[src/rtl/sky130_fd_io__sio_cfg_seq_if.sv]
// Configuration handshake between the GPIO configuration registers and the SIO pad sequencer.
interface sky130_fd_io__sio_cfg_seq_if;
    logic       valid;
    logic       ready;
    logic [2:0] dm;
    logic       oe_n;
    logic       slow;
    logic       vtrip_sel;
    logic       inp_dis;
    logic       ibuf_sel;
    logic       vreg_en;

    modport master (
        output valid, dm, oe_n, slow, vtrip_sel, inp_dis, ibuf_sel, vreg_en,
        input  ready
    );

    modport slave (
        input  valid, dm, oe_n, slow, vtrip_sel, inp_dis, ibuf_sel, vreg_en,
        output ready
    );
endinterface

[src/rtl/sky130_fd_io__sio_cfg_seq.sv]
// Core-side sequencer for one SIO pad: orders enable, reconfiguration, hold and disable so the
// pad never sees a glitching or illegal control combination.
module sky130_fd_io__sio_cfg_seq #(
    parameter int unsigned SETTLE_CYC = 4,
    parameter int unsigned ENABLE_CYC = 8
) (
    input  logic                       clk_i,
    input  logic                       rst_i,
    sky130_fd_io__sio_cfg_seq_if.slave cfg_io,
    input  logic                       en_req_i,
    input  logic                       ref_good_i,
    input  logic                       out_req_i,
    input  logic                       hold_req_i,
    input  logic                       hold_ovr_req_i,
    output logic                       enable_h_o,
    output logic                       hld_h_n_o,
    output logic                       hld_ovr_o,
    output logic [2:0]                 dm_o,
    output logic                       oe_n_o,
    output logic                       out_o,
    output logic                       slow_o,
    output logic                       vtrip_sel_o,
    output logic                       inp_dis_o,
    output logic                       ibuf_sel_o,
    output logic                       vreg_en_o,
    output logic                       hold_ack_o,
    output logic                       cfg_err_o,
    output logic                       busy_o
);

    typedef struct packed {
        logic [2:0] dm;
        logic       oe_n;
        logic       slow;
        logic       vtrip_sel;
        logic       inp_dis;
        logic       ibuf_sel;
        logic       vreg_en;
    } pad_cfg_t;

    typedef enum logic [3:0] {
        StOff,
        StEnabling,
        StActive,
        StTri,
        StApply,
        StRelease,
        StHoldSetup,
        StHold,
        StHoldExit,
        StDisabling
    } state_e;

    localparam pad_cfg_t SafeCfg = '{
        dm: 3'b000, oe_n: 1'b1, slow: 1'b0, vtrip_sel: 1'b0,
        inp_dis: 1'b1, ibuf_sel: 1'b0, vreg_en: 1'b0
    };
    localparam logic [7:0] SettleLd = 8'(SETTLE_CYC - 1);
    localparam logic [7:0] EnableLd = 8'(ENABLE_CYC - 1);

    state_e     state_q, state_d;
    logic [7:0] cnt_q, cnt_d;
    pad_cfg_t   pad_q, pad_d;
    pad_cfg_t   shadow_q, shadow_d;
    logic       enable_h_q, enable_h_d;
    logic       hld_h_n_q, hld_h_n_d;
    logic       hld_ovr_q, hld_ovr_d;
    logic       out_q, out_d;
    logic       hold_ack_q, hold_ack_d;
    logic       cfg_err_q, cfg_err_d;

    pad_cfg_t   cfg_in;
    logic       cfg_legal;
    logic       timer_done;

    assign cfg_in = '{
        dm: cfg_io.dm, oe_n: cfg_io.oe_n, slow: cfg_io.slow, vtrip_sel: cfg_io.vtrip_sel,
        inp_dis: cfg_io.inp_dis, ibuf_sel: cfg_io.ibuf_sel, vreg_en: cfg_io.vreg_en
    };

    // The regulated output is only usable in its three supported drive modes with a valid reference.
    assign cfg_legal = !cfg_io.vreg_en ||
                       ((cfg_io.dm inside {3'b011, 3'b101, 3'b110}) && ref_good_i);

    assign timer_done   = (cnt_q == 8'd0);
    assign cfg_io.ready = (state_q == StActive) && en_req_i && !hold_req_i;
    assign busy_o       = !(state_q inside {StOff, StActive, StHold});

    always_comb begin
        state_d    = state_q;
        cnt_d      = timer_done ? cnt_q : cnt_q - 8'd1;
        pad_d      = pad_q;
        shadow_d   = shadow_q;
        enable_h_d = enable_h_q;
        hld_h_n_d  = hld_h_n_q;
        hld_ovr_d  = hld_ovr_q;
        out_d      = out_q;
        hold_ack_d = hold_ack_q;
        cfg_err_d  = 1'b0;

        if (state_q inside {StActive, StTri, StApply, StRelease}) begin
            out_d = out_req_i;
        end

        // Output registers are loaded on the same edge as the state transition they belong to.
        unique case (state_q)
            StOff: begin
                if (en_req_i) begin
                    state_d    = StEnabling;
                    cnt_d      = EnableLd;
                    enable_h_d = 1'b1;
                end
            end
            StEnabling: begin
                if (timer_done) state_d = StActive;
            end
            StActive: begin
                if (!en_req_i) begin
                    state_d       = StDisabling;
                    cnt_d         = SettleLd;
                    pad_d.oe_n    = 1'b1;
                    pad_d.dm      = 3'b000;
                    pad_d.inp_dis = 1'b1;
                end else if (hold_req_i) begin
                    state_d = StHoldSetup;
                    cnt_d   = SettleLd;
                end else if (cfg_io.valid) begin
                    if (cfg_legal) begin
                        shadow_d   = cfg_in;
                        state_d    = StTri;
                        cnt_d      = SettleLd;
                        pad_d.oe_n = 1'b1;
                    end else begin
                        cfg_err_d = 1'b1;
                    end
                end
            end
            StTri: begin
                if (timer_done) begin
                    state_d    = StApply;
                    cnt_d      = SettleLd;
                    pad_d      = shadow_q;
                    pad_d.oe_n = 1'b1;
                end
            end
            StApply: begin
                if (timer_done) begin
                    state_d    = StRelease;
                    pad_d.oe_n = shadow_q.oe_n;
                end
            end
            StRelease: begin
                state_d = StActive;
            end
            StHoldSetup: begin
                if (timer_done) begin
                    state_d    = StHold;
                    hld_h_n_d  = 1'b0;
                    hold_ack_d = 1'b1;
                end
            end
            StHold: begin
                hld_ovr_d = hold_ovr_req_i;
                if (hld_ovr_q) out_d = out_req_i;
                if (!hold_req_i) begin
                    state_d   = StHoldExit;
                    cnt_d     = SettleLd;
                    hld_ovr_d = 1'b0;
                    pad_d     = shadow_q;
                    out_d     = out_req_i;
                end
            end
            StHoldExit: begin
                if (timer_done) begin
                    state_d    = StActive;
                    hld_h_n_d  = 1'b1;
                    hold_ack_d = 1'b0;
                end
            end
            StDisabling: begin
                if (timer_done) begin
                    state_d    = StOff;
                    enable_h_d = 1'b0;
                    pad_d      = SafeCfg;
                    shadow_d   = SafeCfg;
                end
            end
            default: begin
                state_d = StOff;
            end
        endcase
    end

    always_ff @(posedge clk_i) begin
        if (rst_i) begin
            state_q    <= StOff;
            cnt_q      <= 8'd0;
            pad_q      <= SafeCfg;
            shadow_q   <= SafeCfg;
            enable_h_q <= 1'b0;
            hld_h_n_q  <= 1'b1;
            hld_ovr_q  <= 1'b0;
            out_q      <= 1'b0;
            hold_ack_q <= 1'b0;
            cfg_err_q  <= 1'b0;
        end else begin
            state_q    <= state_d;
            cnt_q      <= cnt_d;
            pad_q      <= pad_d;
            shadow_q   <= shadow_d;
            enable_h_q <= enable_h_d;
            hld_h_n_q  <= hld_h_n_d;
            hld_ovr_q  <= hld_ovr_d;
            out_q      <= out_d;
            hold_ack_q <= hold_ack_d;
            cfg_err_q  <= cfg_err_d;
        end
    end

    assign enable_h_o  = enable_h_q;
    assign hld_h_n_o   = hld_h_n_q;
    assign hld_ovr_o   = hld_ovr_q;
    assign dm_o        = pad_q.dm;
    assign oe_n_o      = pad_q.oe_n;
    assign out_o       = out_q;
    assign slow_o      = pad_q.slow;
    assign vtrip_sel_o = pad_q.vtrip_sel;
    assign inp_dis_o   = pad_q.inp_dis;
    assign ibuf_sel_o  = pad_q.ibuf_sel;
    assign vreg_en_o   = pad_q.vreg_en;
    assign hold_ack_o  = hold_ack_q;
    assign cfg_err_o   = cfg_err_q;

endmodule

[src/flat_wrapper.sv]
// flat-port wrapper written by rule: the top's interface ports become plain ports
module sky130_fd_io__sio_cfg_seq_flat 
#(
    parameter int unsigned SETTLE_CYC = 4,
    parameter int unsigned ENABLE_CYC = 8
)
  (clk_i, rst_i, en_req_i, ref_good_i, out_req_i, hold_req_i, hold_ovr_req_i, enable_h_o, hld_h_n_o, hld_ovr_o, dm_o, oe_n_o, out_o, slow_o, vtrip_sel_o, inp_dis_o, ibuf_sel_o, vreg_en_o, hold_ack_o, cfg_err_o, busy_o, cfg_io_valid, cfg_io_dm, cfg_io_oe_n, cfg_io_slow, cfg_io_vtrip_sel, cfg_io_inp_dis, cfg_io_ibuf_sel, cfg_io_vreg_en, cfg_io_ready);
  sky130_fd_io__sio_cfg_seq_if cfg_io_i ();
  input  logic clk_i;
  input  logic rst_i;
  input  logic en_req_i;
  input  logic ref_good_i;
  input  logic out_req_i;
  input  logic hold_req_i;
  input  logic hold_ovr_req_i;
  output logic enable_h_o;
  output logic hld_h_n_o;
  output logic hld_ovr_o;
  output logic [2:0] dm_o;
  output logic oe_n_o;
  output logic out_o;
  output logic slow_o;
  output logic vtrip_sel_o;
  output logic inp_dis_o;
  output logic ibuf_sel_o;
  output logic vreg_en_o;
  output logic hold_ack_o;
  output logic cfg_err_o;
  output logic busy_o;
  input wire logic [$bits(cfg_io_i.valid)-1:0] cfg_io_valid;
  input wire logic [$bits(cfg_io_i.dm)-1:0] cfg_io_dm;
  input wire logic [$bits(cfg_io_i.oe_n)-1:0] cfg_io_oe_n;
  input wire logic [$bits(cfg_io_i.slow)-1:0] cfg_io_slow;
  input wire logic [$bits(cfg_io_i.vtrip_sel)-1:0] cfg_io_vtrip_sel;
  input wire logic [$bits(cfg_io_i.inp_dis)-1:0] cfg_io_inp_dis;
  input wire logic [$bits(cfg_io_i.ibuf_sel)-1:0] cfg_io_ibuf_sel;
  input wire logic [$bits(cfg_io_i.vreg_en)-1:0] cfg_io_vreg_en;
  output wire logic [$bits(cfg_io_i.ready)-1:0] cfg_io_ready;
  assign cfg_io_i.valid = cfg_io_valid;
  assign cfg_io_i.dm = cfg_io_dm;
  assign cfg_io_i.oe_n = cfg_io_oe_n;
  assign cfg_io_i.slow = cfg_io_slow;
  assign cfg_io_i.vtrip_sel = cfg_io_vtrip_sel;
  assign cfg_io_i.inp_dis = cfg_io_inp_dis;
  assign cfg_io_i.ibuf_sel = cfg_io_ibuf_sel;
  assign cfg_io_i.vreg_en = cfg_io_vreg_en;
  assign cfg_io_ready = cfg_io_i.ready;
  sky130_fd_io__sio_cfg_seq #(.SETTLE_CYC(SETTLE_CYC), .ENABLE_CYC(ENABLE_CYC)) u_core (.clk_i(clk_i), .rst_i(rst_i), .cfg_io(cfg_io_i), .en_req_i(en_req_i), .ref_good_i(ref_good_i), .out_req_i(out_req_i), .hold_req_i(hold_req_i), .hold_ovr_req_i(hold_ovr_req_i), .enable_h_o(enable_h_o), .hld_h_n_o(hld_h_n_o), .hld_ovr_o(hld_ovr_o), .dm_o(dm_o), .oe_n_o(oe_n_o), .out_o(out_o), .slow_o(slow_o), .vtrip_sel_o(vtrip_sel_o), .inp_dis_o(inp_dis_o), .ibuf_sel_o(ibuf_sel_o), .vreg_en_o(vreg_en_o), .hold_ack_o(hold_ack_o), .cfg_err_o(cfg_err_o), .busy_o(busy_o));
endmodule
[config.mk]
export PLATFORM = sky130hd
export DESIGN_NAME = sky130_fd_io__sio_cfg_seq_flat
export DESIGN_NICKNAME = d
export VERILOG_FILES = /design/src/rtl/sky130_fd_io__sio_cfg_seq_if.sv /design/src/rtl/sky130_fd_io__sio_cfg_seq.sv /design/src/flat_wrapper.sv
export SDC_FILE = /design/constraint.sdc
export NUM_CORES = 1
export LEC_CHECK = 0
export CAP_MARGIN = 40
export CORE_ASPECT_RATIO = 1.75
export CORE_MARGIN = 2
export CORE_UTILIZATION = 45
export CTS_CLUSTER_DIAMETER = 200
export DETAILED_ROUTE_END_ITERATION = 6
export GPL_TIMING_DRIVEN = 0
export PLACE_DENSITY = 0.73
export SLEW_MARGIN = 20
export SYNTH_ARGS = -nofsm -noshare
export SYNTH_HDL_FRONTEND = slang
export SYNTH_SLANG_ARGS = --single-unit
[constraint.sdc]
create_clock -name clk_i -period 2.2 [get_ports clk_i]
set_input_delay 0.22 -clock clk_i [delete_from_list [all_inputs] [get_ports clk_i]]
set_output_delay 0.22 -clock clk_i [all_outputs]
set_load 0.05 [all_outputs]
==> flow_summary.json, run 1 <==
{
  "io_pins": 34,
  "place_congestion": 0.961,
  "nets": 310,
  "cts-hold-fix-buffers": 0,
  "synth_top_cell_area_share_pct": 35.1,
  "worst_hold_slack_ns": 0.305,
  "synthesis.nets": 267,
  "fin_skew_ns": 0.00464,
  "timing.final.crit_share_pct": 96.0,
  "hp-class": "primary input to register",
  "cpPeakStageDelay_ns": 0.34,
  "die_area_um2": 5130,
  "path_clk_slew_ns": 0.07,
  "yosysUniqueCellTypes": 60,
  "crit_required_ns": 2.35,
  "grt_pass1_wl_um": 8760,
  "die_h_um": 93.3,
  "synthFlopType": "dfxtp_1",
  "max_slew_margin_pct": 51.7,
  "clk_path_buf_depth": 2,
  "h-tree-depth": 2,
  "io_buffer_count": 32,
  "synth_compound_area_share_pct": 27.6,
  "setup_viol": 0,
  "ant_nets": 0,
  "synthSimpleGateAreaFrac_pct": 25.0,
  "place_inst": 331,
  "synth_xor_area_share_pct": 2.99,
  "syn2layout_area_growth_pct": 27.5,
  "cp_num_buf_inv": 3,
  "grt_overflow": 0,
  "wl_met1_um": 1990,
  "synthArstFlopShare_pct": 0,
  "grt_pass1_vias": 1931,
  "hold_viol": 0,
  "instances_no_fill": 343,
  "rows": 32,
  "met2WireLength_um": 2940,
  "critPathSlowestCell": "dfxtp_1",
  "dieWidth_um": 55.0,
  "drc": 0,
  "maxCapViolCount": 0,
  "wl_um": 5390,
  "drt_iter0_markers": 68,
  "wl_per_cell_um": 15.7,
  "tritoncts": "yes",
  "drive_above_1_share_pct": 13.0,
  "via_per_inst": 5.87,
  "synth_mux_area_share_pct": 2.01,
  "crit_path_max_fanout": 8,
  "critPathLaunchType": "register",
  "netlist_area_um2": 2050,
  "grt_max_degree": 12,
  "antenna_found_initial": 0,
  "first_pass_iters": 4,
  "numClockSinks": 36,
  "tightest_slew_ns": 0.718,
  "placed_area_um2": 2430,
  "ir_drop_uv": 732,
  "place.detailed.hpwl_um": 3980,
  "track_usage_pct": 23.1,
  "initial_core_util_pct": 46.6,
  "numCtsBuffers": 5,
  "synth_fa_ha_area_share_pct": 1.22,
  "synth_edf_count": 0,
  "crit_chain": "inv_1, ha_2, nor3b_4, and2_4, buf_6, inv_6, ha_1, mux2_2, o21ai_0, a31oi_1",
  "cts_root_buf": "clkbuf_8",
  "vias": 2015,
  "clk_latency_ns": 0.29,
  "cp_top_family": "adder cells",
  "worst_setup_path_end_kind": "register",
  "maxSlewViolCount": 0,
  "rsz0062_at_grt": "yes",
  "synth_top_family_by_area": "compound AO/OA/AOI/OAI gates",
  "synth_area_leaders": "dfxtp_1, a21oi_1, nand2_1, nor2_1, a22o_1",
  "fmax_mhz": 473,
  "core_area_um2": 4400,
  "powerDensity_nw_per_um2": 1220,
  "outcome": "complete, no violations",
  "met3WireLength_um": 284,
  "power.leakage_uw": 0.000993,
  "top_layer": "met4",
  "layout_min_cycle_time_ns": 2.11,
  "syn_area_per_cell_um2": 8.27,
  "cp.arrival_ns": 2.27,
  "fin_util_pct": 59.3,
  "synth_largest_area_cell": "dfxtp_1",
  "antenna_cells": 0,
  "final_area_um2": 2610,
  "crit_type": "register to register",
  "ys_ff_latch": 36,
  "seq_area_frac_synth_pct": 35.1,
  "synth_cells": 248,
  "yosysWarnings": 0
}
[state kept, by name (all words and copies together), names as in the netlist]
register            flops
u_core.state_q          4
u_core.vreg_en_o        1
u_core.oe_n_o           1
u_core.hld_ovr_o        1
u_core.enable_h_o       1
u_core.out_o            1
u_core.hld_h_n_o        1
u_core.cnt_q            8
u_core.slow_o           1
u_core.ibuf_sel_o       1
u_core.shadow_q         9
u_core.dm_o             3
u_core.cfg_err_o        1
u_core.hold_ack_o       1
u_core.inp_dis_o        1
u_core.vtrip_sel_o      1
[through the flow]
| stage | power, uW | setup slack [ns] | setup TNS, ns |
|---|---|---|---|
| after floorplan | 2040 | 0.217 | 0 |
| after global placement | 2380 | -0.209 | -0.741 |
| after detailed placement | 2380 | -0.206 | -0.810 |
| after CTS | 3080 | 0.0325 | 0 |
| after global routing | 3360 | -0.00151 | -0.00151 |
| final | 3180 | 0.0880 | 0 |
[repair_timing]
item,4_1_cts,5_1_grt
endpoints found under the setup margin,3,1
setup buffers,1,2
gates resized for setup,6,5
[layer usage]
metal,vias up,GRT usage (%)
met3,16,3.04
met2,74,41.2
met4,0,8.94
met5,-,0
li1,994,-
met1,931,26.1
[Yosys cell counts (all sizes together) (2+ instances only)]
library cell and instances:
nor3b 3, a31oi 3, nor2b 6, a22oi 2, a311oi 2, o31ai 4, clkbuf 7, a21oi 26
nor2 20, o311ai 3, nor4 3, o21ai 12, a21o 2, inv 11, a22o 7, o21bai 2
dfxtp 36, or2 3, xor2 3, nand2b 5, mux2i 3, nor4b 3, or3 2, buf 9
and2 2, o211ai 3, xnor2 4, o21a 2, nand3 5, a211oi 2, nand2 25, ha 2
nor3 4, a311o 2, or3b 5
[cells by family after synthesis]
kind of cell    count (synthesis)
mux                             4
xor+xnor                        7
compound gates                 79
flops                          36
fa+ha+maj                       2
buf+inv                        27
simple gates                   93
[tightest hold or removal path, cell delays in order]
cell and delay [ns]:
buf_2 0.15, nand3_1 0.10, a21oi_1 0.07
[where the power goes]
| group | internal (uW) | leakage, uW | switching (uW) |
|---|---|---|---|
| Sequential | 748 | 0.000292 | 110 |
| Combinational | 725 | 0.000636 | 943 |
| Clock | 400 | 0.0000645 | 251 |
[layout by cell type (no fill, tap or decap), drive strengths merged, types with 7 or more instances in the layout]
master         instances
a21oi                 26
a22o                   7
buf                   14
clkbuf                14
clkdlybuf4s50         30
dfxtp                 36
inv                   11
nand2                 25
nor2                  20
o21ai                 12
[worst paths after layout]
check	start	end	slack [ns]	depth (start not counted)
hold / removal	hold_req_i	u_core.hld_ovr_o	0.30	3
hold reg to reg	u_core.dm_o[2]	u_core.dm_o[2]	0.45	2
setup reg to reg	u_core.cnt_q[1]	u_core.cnt_q[0]	0.09	10
setup / recovery	u_core.cnt_q[1]	u_core.cnt_q[0]	0.09	10
[area by class of cell]
class                   count  area (um^2)
plain buffers              16         77.6
clock buffers               7         96.3
multi-input cells         185         1240
clock inverters             1         30.0
inverters                  11         46.3
well taps                  51         63.8
fillers                   390         1790
flip-flops and latches     36          721
repair buffers             36          342
Note: power is estimated with default switching activity, not from simulation.
==> run 2: changes to the inputs <==
--- a/config.mk
+++ b/config.mk
@@ -12,8 +12,7 @@
 export CTS_CLUSTER_DIAMETER = 200
 export DETAILED_ROUTE_END_ITERATION = 6
 export GPL_TIMING_DRIVEN = 0
-export PLACE_DENSITY = 0.73
-export SLEW_MARGIN = 20
+export PLACE_DENSITY = 0.76
 export SYNTH_ARGS = -nofsm -noshare
 export SYNTH_HDL_FRONTEND = slang
 export SYNTH_SLANG_ARGS = --single-unit
==> constraint.sdc (replaced) <==
create_clock -name clk_i -period 1.7 [get_ports clk_i]
set_input_delay 0.17 -clock clk_i [delete_from_list [all_inputs] [get_ports clk_i]]
set_output_delay 0.17 -clock clk_i [all_outputs]
set_load 0.05 [all_outputs]
==> flow_summary.json, run 2 (synthesis gave the netlist of run 1 again) <==
{
  "largest_register": "u_core.shadow_q",
  "antenna_found_initial": 0,
  "final_area_um2": 3060,
  "critical_path.startpoint": "u_core.cnt_q[0]",
  "sw_frac_of_total_pct": 43.6,
  "outcome": "finished with violations",
  "p_seq_share_pct": 23.7,
  "clock_power_share_pct": 12.2,
  "initial_core_util_pct": 46.6,
  "max_slew_margin_pct": 59.2,
  "grt_pass1_vias": 2119,
  "crit_path_max_fanout": 4,
  "core_area_um2": 4400,
  "fmax_mhz": 513,
  "syn2layout_area_growth_pct": 49.2,
  "grt_pass1_wl_um": 9690,
  "r2r_start": "u_core.cnt_q[0]",
  "rr_worst_depth": 9,
  "maxCapViolCount": 0,
  "drt_iter0_markers": 111,
  "maxSlewViolCount": 0,
  "powerDensity_nw_per_um2": 1590,
  "h-tree-depth": 2,
  "timing.final.crit_share_pct": 115,
  "crit_required_ns": 1.92,
  "tightest_slew_ns": 0.613,
  "clk_path_buf_depth": 2,
  "critPathLaunchType": "register",
  "grt_max_degree": 11,
  "grt_overflow": 0,
  "io_pins": 34,
  "place_congestion": 0.974,
  "antenna_cells": 0,
  "drive_above_1_share_pct": 30.9,
  "ir_drop_uv": 1140,
  "pwr-share-comb_pct": 64.1,
  "cts-hold-fix-buffers": 0,
  "reg_top3": "u_core.shadow_q (9), u_core.cnt_q (8), u_core.state_q (4)",
  "nets": 336,
  "setup_viol": 31,
  "worst_setup_path_end_kind": "register",
  "cp.arrival_ns": 2.16,
  "track_usage_pct": 25.8,
  "switching_power_uw": 2130,
  "vias": 2249,
  "p_int_uw": 2750,
  "ant_nets": 0,
  "numClockSinks": 36,
  "layout_min_cycle_time_ns": 1.95,
  "final_cell_mix": "dfxtp_1, buf_4, clkdlybuf4s50_1",
  "path_clk_slew_ns": 0.07,
  "hp-class": "primary input to register",
  "hold_viol": 0,
  "die_h_um": 93.3,
  "placed_area_um2": 2490,
  "rows": 32,
  "holdPathStages": 3,
  "tritoncts": "yes",
  "dpl_worst_slack_ns": -0.639,
  "hold_start": "hold_req_i",
  "drc": 0,
  "power.leakage_uw": 0.00116,
  "die_area_um2": 5130,
  "first_pass_iters": 7,
  "numCtsBuffers": 5,
  "reg2reg_slack_ns": -0.25,
  "crit_type": "register to register",
  "wl_per_cell_um": 18.4,
  "worst_hold_slack_ns": 0.272,
  "clk_latency_ns": 0.29,
  "fin_util_pct": 69.5,
  "setup_tns_ns": -2.82,
  "hold_path_end": "u_core.hld_ovr_o",
  "layout.cells.most_common": "dfxtp_1",
  "place.detailed.hpwl_um": 4030,
  "fin_skew_ns": 0.00822,
  "dieWidth_um": 55.0,
  "io_buffer_count": 32,
  "wl_um": 6790,
  "largest_register_ff_count": 9,
  "via_per_inst": 6.11,
  "rsz0062_at_grt": "yes",
  "cts_root_buf": "clkbuf_8",
  "r2r-end": "u_core.state_q[0]",
  "violations": "setup timing",
  "layout_setup_ws_ns": -0.248
}
==> run 2: cell types whose count changed in the layout (fill, tap and decap cells not counted), moves of 3 or more <==
cell	delta
dfxtp_1	-6
a21oi_1	-6
dfxtp_4	+3
o21ai_0	-3
inv_1	-3
or3b_4	+3
buf_4	+24
or3b_2	-3
a21oi_2	+5
buf_6	+8
buf_2	-7
clkbuf_1	-5
dfxtp_2	+3
clkdlybuf4s50_1	-3
==> run 2: timing repair <==
action,CTS,global route
setup endpoints to repair,34,32
buffers inserted,17,11
pin swaps,15,22
gates resized for setup,53,35
cloned,0,2
==> run 2: final cells by class <==
type / instances / area (um^2)
plain buffers: 15 / 121
clock inverters: 1 / 5.00
inverters: 11 / 55.1
clock buffers: 6 / 72.6
multi-input cells: 185 / 1410
well taps: 51 / 63.8
flip-flops and latches: 36 / 736
repair buffers: 63 / 598
fillers: 347 / 1350
==> run 2: through the flow <==
stage / std cells / power (uW)
after global placement: 331 / 3200
final: 368 / 4870
after floorplan: 248 / 2750
after CTS: 356 / 4350
after detailed placement: 332 / 3220
after global routing: 368 / 5070
==> run 2: metal layers <==
layer  part of all wire, %  global-route usage, %  vias up  wire length, um
met4                   4.5                   15.4        0              302
met2                    55                   44.6      114             3700
met3                   5.0                   3.99       25              342
li1                      -                      -     1040                -
met1                    36                   27.6     1070             2440
met5                     0                      0        -                0
==> run 2: power by group through the flow <==
| stage | clock, uW | combinational, uW | sequential [uW] |
|---|---|---|---|
| final | 594 | 3120 | 1150 |
| after global placement | 0 | 2070 | 1130 |
| after CTS | 605 | 2620 | 1130 |
| after floorplan | 0 | 1600 | 1150 |
| after detailed placement | 0 | 2080 | 1140 |
| after global routing | 630 | 3270 | 1170 |
==> run 2: worst max path at each step <==
| stage | endpoint | cells after the start | slack [ns] |
|---|---|---|---|
| finish | u_core.state_q[0] | 9 | -0.25 |
| global placement | cfg_io_ready | 5 | -0.68 |
| CTS | u_core.cnt_q[0] | 11 | -0.16 |
| global route | u_core.cnt_q[0] | 10 | -0.33 |
| floorplan | u_core.cnt_q[0] | 11 | -0.17 |
| detailed placement | cfg_io_ready | 5 | -0.64 |
==> run 2: worst max-delay path: stages, from the launching register on <==
cell and delay (ns):
dfxtp_4 0.36, inv_4 0.06, ha_4 0.14, nor3b_4 0.21, and2_4 0.23, inv_8 0.04
buf_4 0.15, o21a_4 0.13, or4_4 0.42, a21oi_2 0.13
